<file path="src/rtl/integrator_gain_sched.sv">
// integrator_gain_sched
// Gain scheduler and sequencer for the gyro closed-loop integrator.
// Zeroes the integrator on start or saturation, then walks the gain index
// from P_GAIN_HI down to P_GAIN_LO as the loop error settles, declaring lock
// at P_GAIN_LO. A large error while locked falls back to coarse gain.
// With i_auto_en low, the software gain i_manual_gain is passed through.
//
// Ports:
//   i_clk, i_rst                 clock, asynchronous active-high reset
//   i_auto_en                    1 = automatic scheduling, 0 = manual
//   i_manual_gain[5:0]           gain index used in manual mode
//   i_sample, i_err[31:0]        error strobe and signed loop error
//   i_lock_th, i_unlock_th       unsigned |err| settle / break thresholds
//   i_dwell[15:0]                settled samples per gain step (0 acts as 1)
//   i_sat_flag_p, i_sat_flag_n   integrator saturation flags
//   o_gain_sel[5:0], o_en, o_zero, o_locked   integrator controls
//   o_state[1:0]                 0 IDLE, 1 ZERO, 2 ACQ, 3 TRACK
//   o_sat_cnt[7:0]               saturation event count, sticks at 255
module integrator_gain_sched #(
    parameter logic [5:0] P_GAIN_HI  = 6'd8,
    parameter logic [5:0] P_GAIN_LO  = 6'd2,
    parameter int         P_ZERO_CYC = 4
) (
    input  logic        i_clk,
    input  logic        i_rst,
    input  logic        i_auto_en,
    input  logic [5:0]  i_manual_gain,
    input  logic        i_sample,
    input  logic [31:0] i_err,
    input  logic [31:0] i_lock_th,
    input  logic [31:0] i_unlock_th,
    input  logic [15:0] i_dwell,
    input  logic        i_sat_flag_p,
    input  logic        i_sat_flag_n,
    output logic [5:0]  o_gain_sel,
    output logic        o_en,
    output logic        o_zero,
    output logic        o_locked,
    output logic [1:0]  o_state,
    output logic [7:0]  o_sat_cnt
);

    typedef enum logic [1:0] {
        IDLE  = 2'd0,
        ZERO  = 2'd1,
        ACQ   = 2'd2,
        TRACK = 2'd3
    } state_t;

    localparam int TW = (P_ZERO_CYC > 1) ? $clog2(P_ZERO_CYC) : 1;
    // Timer counts down to 0; loading N-1 gives exactly N cycles in ZERO.
    localparam logic [TW-1:0] ZERO_LOAD = TW'(P_ZERO_CYC - 1);

    // Two's-complement magnitude; the most negative value clamps to max positive.
    function automatic logic [31:0] abs_err(input logic [31:0] v);
        logic [31:0] r;
        if (v == 32'h8000_0000) begin
            r = 32'h7FFF_FFFF;
        end else if (v[31]) begin
            r = (~v) + 32'd1;
        end else begin
            r = v;
        end
        return r;
    endfunction

    state_t       state_r, state_s;
    logic [5:0]   gain_r, gain_s;
    logic         en_r, en_s;
    logic         zero_r, zero_s;
    logic         locked_r, locked_s;
    logic [7:0]   sat_cnt_r, sat_cnt_s;
    logic [15:0]  dwell_r, dwell_s;
    logic [TW-1:0] tmr_r, tmr_s;

    logic [31:0]  mag_s;
    logic         settled_s, brk_s, sat_s;
    logic [16:0]  dwell_inc_s, dwell_eff_s;

    // Sample qualification and dwell arithmetic (17 bits so +1 never wraps).
    always_comb begin
        mag_s       = abs_err(i_err);
        settled_s   = i_sample && (mag_s < i_lock_th);
        brk_s       = i_sample && (mag_s > i_unlock_th);
        sat_s       = i_sat_flag_p || i_sat_flag_n;
        dwell_inc_s = {1'b0, dwell_r} + 17'd1;
        dwell_eff_s = (i_dwell == 16'd0) ? 17'd1 : {1'b0, i_dwell};
    end

    // Next-state and next-output logic; outputs are registered from these.
    always_comb begin
        state_s   = state_r;
        gain_s    = gain_r;
        locked_s  = locked_r;
        sat_cnt_s = sat_cnt_r;
        dwell_s   = dwell_r;
        tmr_s     = tmr_r;
        if (!i_auto_en) begin
            state_s  = IDLE;
            gain_s   = i_manual_gain;
            locked_s = 1'b0;
            dwell_s  = 16'd0;
            tmr_s    = '0;
        end else if (sat_s && (state_r != IDLE)) begin
            state_s  = ZERO;
            gain_s   = P_GAIN_HI;
            locked_s = 1'b0;
            dwell_s  = 16'd0;
            tmr_s    = ZERO_LOAD;
            if (sat_cnt_r != 8'hFF) begin
                sat_cnt_s = sat_cnt_r + 8'd1;
            end else begin
                sat_cnt_s = sat_cnt_r;
            end
        end else begin
            case (state_r)
                IDLE: begin
                    state_s = ZERO;
                    gain_s  = P_GAIN_HI;
                    dwell_s = 16'd0;
                    tmr_s   = ZERO_LOAD;
                end
                ZERO: begin
                    if (tmr_r == '0) begin
                        state_s = ACQ;
                    end else begin
                        tmr_s = tmr_r - TW'(1);
                    end
                end
                ACQ: begin
                    if (settled_s) begin
                        if (dwell_inc_s >= dwell_eff_s) begin
                            dwell_s = 16'd0;
                            if (gain_r > P_GAIN_LO) begin
                                gain_s = gain_r - 6'd1;
                            end else begin
                                state_s  = TRACK;
                                locked_s = 1'b1;
                            end
                        end else begin
                            dwell_s = dwell_inc_s[15:0];
                        end
                    end else if (i_sample) begin
                        dwell_s = 16'd0;
                    end else begin
                        dwell_s = dwell_r;
                    end
                end
                TRACK: begin
                    if (brk_s) begin
                        state_s  = ACQ;
                        gain_s   = P_GAIN_HI;
                        locked_s = 1'b0;
                        dwell_s  = 16'd0;
                    end else begin
                        state_s = TRACK;
                    end
                end
                default: begin
                    state_s  = IDLE;
                    gain_s   = P_GAIN_HI;
                    locked_s = 1'b0;
                    dwell_s  = 16'd0;
                    tmr_s    = '0;
                end
            endcase
        end
        en_s   = (state_s != ZERO);
        zero_s = (state_s == ZERO);
    end

    // State and output registers.
    always_ff @(posedge i_clk or posedge i_rst) begin
        if (i_rst) begin
            state_r   <= IDLE;
            gain_r    <= P_GAIN_HI;
            en_r      <= 1'b0;
            zero_r    <= 1'b0;
            locked_r  <= 1'b0;
            sat_cnt_r <= 8'd0;
            dwell_r   <= 16'd0;
            tmr_r     <= '0;
        end else begin
            state_r   <= state_s;
            gain_r    <= gain_s;
            en_r      <= en_s;
            zero_r    <= zero_s;
            locked_r  <= locked_s;
            sat_cnt_r <= sat_cnt_s;
            dwell_r   <= dwell_s;
            tmr_r     <= tmr_s;
        end
    end

    assign o_gain_sel = gain_r;
    assign o_en       = en_r;
    assign o_zero     = zero_r;
    assign o_locked   = locked_r;
    assign o_state    = state_r;
    assign o_sat_cnt  = sat_cnt_r;

endmodule

</file>
<file path="config.mk">
export PLATFORM = sky130hd
export DESIGN_NAME = integrator_gain_sched
export DESIGN_NICKNAME = d
export VERILOG_FILES = /design/src/rtl/integrator_gain_sched.sv
export SDC_FILE = /design/constraint.sdc
export NUM_CORES = 1
export LEC_CHECK = 0
export ABC_CLOCK_PERIOD_IN_PS = 4450
export CAP_MARGIN = 25
export CORE_AREA = 2 2 147 149
export DETAILED_ROUTE_END_ITERATION = 7
export DIE_AREA = 0 0 149 151
export SETUP_SLACK_MARGIN = 0.15
export SYNTH_ARGS = -nofsm -noshare
export SYNTH_HDL_FRONTEND = slang
export SYNTH_SLANG_ARGS = --single-unit
</file>
<file path="constraint.sdc">
create_clock -name i_clk -period 4.45 [get_ports i_clk]
set_clock_uncertainty 0.2 [all_clocks]
set_input_delay 0.445 -clock i_clk [delete_from_list [all_inputs] [get_ports i_clk]]
set_output_delay 0.445 -clock i_clk [all_outputs]
set_load 0.1 [all_outputs]
</file>
==> impl_results.md, run 1 <==
* Max-slew violation count at 0
* VDD IR-drop max at approximately 0.16 mV
* Initial Util at 0.236
* Final min period at approximately 5.3 ns
* Async SR Flop Fraction at 1.00
* Worst-path fanout max at 8
* Mapped Cells at 635
* Number of port buffers at roughly 140
* Reg2Reg Setup Slack at 0.35 ns
* Mapped cell area at slightly below 5000 um^2
* ANT nets after route at 0
* Switching pwr at around 0.66 mW
* # rows at between 50 and 60
* Crit path to: dwell_r[0]$_DFFE_PP0P_
* Worst path required time at roughly 4.5 ns
* H-tree Lvls at 2
* Arr. time, crit path at approximately 5.3 ns
* Synth area leaders: ha_1 22%, dfrtp_1 18%, inv_1 6.9%
* Final Cell Area at approximately 7800 um^2
* Via count at between 5k and 6k
* Pleak at between 3 and 4 nW
* N_diodes at 0
* Number of library cell types mapped by synthesis at 70
* Boundary Pins at 143
* Combinational cell fraction of total power at 0.509
* Hold buffer count at CTS at 0
* GP Congestion at 0.954
* Setup crit end kind: flop
* Worst min path class: reg -> reg
* DR DRC count at 0
* Clock tree from TritonCTS: yes
* Clock power share at 0.246
* Die height at between 150 and 200 um
* Layout cells sized above 1 at 0.180
* Worst Hold Depth at 1
* Startpoint types: input port
* Compound-Gate Fraction of Synth Area at 0.205
* Count leader, synth: inv_1
* Pwr Density at about 210 nW/um^2
* Yosys Warn Count at 0
* Switch share at 0.402
* Worst reg2reg path endpoint: dwell_r[2]$_DFFE_PP0P_
* Max cap viols at 0
* EDFF count, synth at 0
* Initial antenna violation count at 0
* Worst-Skew Late Latency at around 0.28 ns
* Synth Area in Adders at 0.216
* Int Pwr at between 0.9 and 1 mW
* Sequential power share at 0.245
* Setup-failing EPs final at 24
* Clk buf depth at 2
* DR iter-0 viols at ~220
* First-pass GRT wire length at between 20000 and 30000 um
* Post-Synth XOR/XNOR Area at 0.0659
* Num CTS Buffers at 5
* Vias in the first global route at 5299
* Fmax at 189 MHz
* Layout Nets at 1077
* Synthesized flop and latch total at 37
* Tot GR Track Use at 0.145
* Clock transition at the registers of the reported paths at 0.06 ns
* Crit Reg-Reg Startpoint: dwell_r[2]$_DFFE_PP0P_
* Mapped Avg Cell Area at 7.75 um^2
* FF-to-FF path depth at 15
* Routed length per instance at between 10 and 15 um
* Pin count of the biggest net entering global routing at 38
* Root buf cell: clkbuf_16
* Period utilization at 1.19
* Top cells by count, synth: 91 x inv_1, 85 x ha_1, 70 x nand2_1, 43 x a21oi_1, 36 x dfrtp_1
* Die area at roughly 22000 um^2
* Status: finished, violations left
* Final WS setup at -0.840 ns
* DRT Pass-1 Iters at 5
* RSZ-0062 raised after global routing: true
* Fin Setup TNS at -18.66 ns
* Crit path launch: i_err[0]
* Classification of the worst setup path: in -> reg
* CTS sink count at 37
* Register area share after synthesis at 0.188
* Failing checks: negative setup slack
* Final Hold Viols at 0
* Slew margin rel. at 0.298
* Post-DP HPWL at ~14000 um
* Vias per inst at around 4.6
* Mux cell area share after synthesis at 0.0127
* WL final at 16400 um
* Simple-gate area share of the yosys netlist at 0.233
* Grt ovf at 0
* Top cell type's share of synthesized area at 0.216
* Core Util, Final at 0.377
* Area leader, netlist: ha_1
* Die Width at 149 um
* Total core area at 20800 um^2
* Least-Margin Pin Slew at 1.05 ns
* Syn nets at 844
* Area growth from synthesis to layout at 59.5%
* Prevailing post-synth register cell: dfrtp_1
* Post-Place Cell Area at approximately 7300 um^2
* Largest family of logic cells by synthesized area: simple AND/OR/NAND/NOR gates
==> metal layers <==
metal,GRT usage,wire [um],vias up
met3,0.0253,788,16
met2,0.250,7740,125
li1,-,-,2747
met4,0.0243,227,0
met5,0,0,-
met1,0.194,7680,2387
==> metrics by stage <==
stage | total power [mW] | std cells | worst slack (ns) | hold WS [ns]
final | 1.64 | 1144 | -0.840 | 0.295
after global routing | 1.74 | 1144 | -0.980 | 0.310
after CTS | 1.62 | 1138 | -0.771 | 0.303
after detailed placement | 1.20 | 1120 | -1.15 | 0.293
after global placement | 1.19 | 1120 | -1.07 | 0.288
after floorplan | 0.876 | 635 | -0.435 | 0.303
==> power groups by stage <==
stage	clock [mW]	sequential, mW	combinational, mW
after floorplan	0	0.610	0.266
after global placement	0	0.406	0.785
after detailed placement	0	0.407	0.790
after CTS	0.413	0.401	0.807
after global routing	0.432	0.407	0.906
final	0.402	0.401	0.834
==> flip-flops by register name (all words and copies together), names as in the netlist <==
name,flops
o_locked,1
o_zero,1
o_en,1
dwell_r,16
o_state,2
o_gain_sel,6
o_sat_cnt,8
tmr_r,2
==> repair_timing <==
action                     in CTS  in global routing
gates resized for setup        34                 32
buffers inserted                9                  6
setup endpoints to repair      24                 24
gates cloned                    1                  0
pin swaps                      18                 22
==> worst min path at each step <==
stage	startpoint	end	slack, ns
5_1_grt	o_sat_cnt[6]$_DFFE_PP0P_	o_sat_cnt[6]$_DFFE_PP0P_	0.31
2_1_floorplan	dwell_r[5]$_DFFE_PP0P_	dwell_r[5]$_DFFE_PP0P_	0.30
6_report	o_sat_cnt[4]$_DFFE_PP0P_	o_sat_cnt[4]$_DFFE_PP0P_	0.29
4_1_cts	o_sat_cnt[4]$_DFFE_PP0P_	o_sat_cnt[4]$_DFFE_PP0P_	0.30
3_3_place_gp	o_sat_cnt[4]$_DFFE_PP0P_	o_sat_cnt[4]$_DFFE_PP0P_	0.29
3_5_place_dp	o_sat_cnt[6]$_DFFE_PP0P_	o_sat_cnt[6]$_DFFE_PP0P_	0.29
==> cell families after synthesis <==
| logic type | Yosys count |
|---|---|
| buffers and inverters | 103 |
| muxes | 6 |
| DFF | 37 |
| xor gates and xnor gates | 37 |
| adders and majority gates | 85 |
| AOI/OAI and AO/OA | 150 |
| and+or+nand+nor | 217 |
==> cell type report <==
type                    instances  area, um^2
well taps                     275         344
clock inverters                 3        43.8
repair buffers                237        2190
multi-input cells             495        3870
clock buffers                   5         125
flip-flops and latches         37         927
inverters                      92         345
fillers                      2160       13000
==> cells in the final DEF (no fill, tap or decap), types with 3 or more instances in the layout <==
cell	instances
a211oi_1	4
a21oi_2	3
inv_1	91
nor3_1	17
o31ai_1	8
o21ai_1	3
ha_1	83
dfrtp_1	36
mux2i_1	4
clkdlybuf4s50_1	134
a22o_1	8
nand3_1	16
a21oi_1	39
or4_4	3
o21a_1	4
buf_6	8
nor2b_1	6
dlygate4sd2_1	4
o21ai_0	23
or4_1	6
a31oi_1	3
o211ai_1	3
and3_1	6
buf_4	85
nand4_1	18
clkbuf_16	5
o41ai_1	3
nand2_1	68
a21o_1	12
or2_2	5
xor2_1	25
nor2_1	23
xnor2_1	12
nand2b_1	11
nor4_1	7
or3_1	5
==> worst max-delay path: stages <==
cell,delay [ns]
buf_6,0.09
or4_4,0.53
or3_4,0.38
or4_4,0.54
nor4b_4,0.29
nand2b_2,0.12
or2_4,0.27
o41ai_4,0.22
mux2i_1,0.33
ha_1,0.31
buf_6,0.13
a211oi_4,0.20
o32ai_2,0.10
a2111o_1,0.41
a211oi_4,0.33
o311a_4,0.24
buf_12,0.11
buf_16,0.11
nand2_2,0.04
o21ai_1,0.07
(Power assumes the default switching activity.)
==> run 2, diff against run 1 <==
CTS_CLUSTER_SIZE = 24   (was not set)
==> results of run 2 <==
Same layout as run 1: the final DEF is identical, and so are final timing and power.
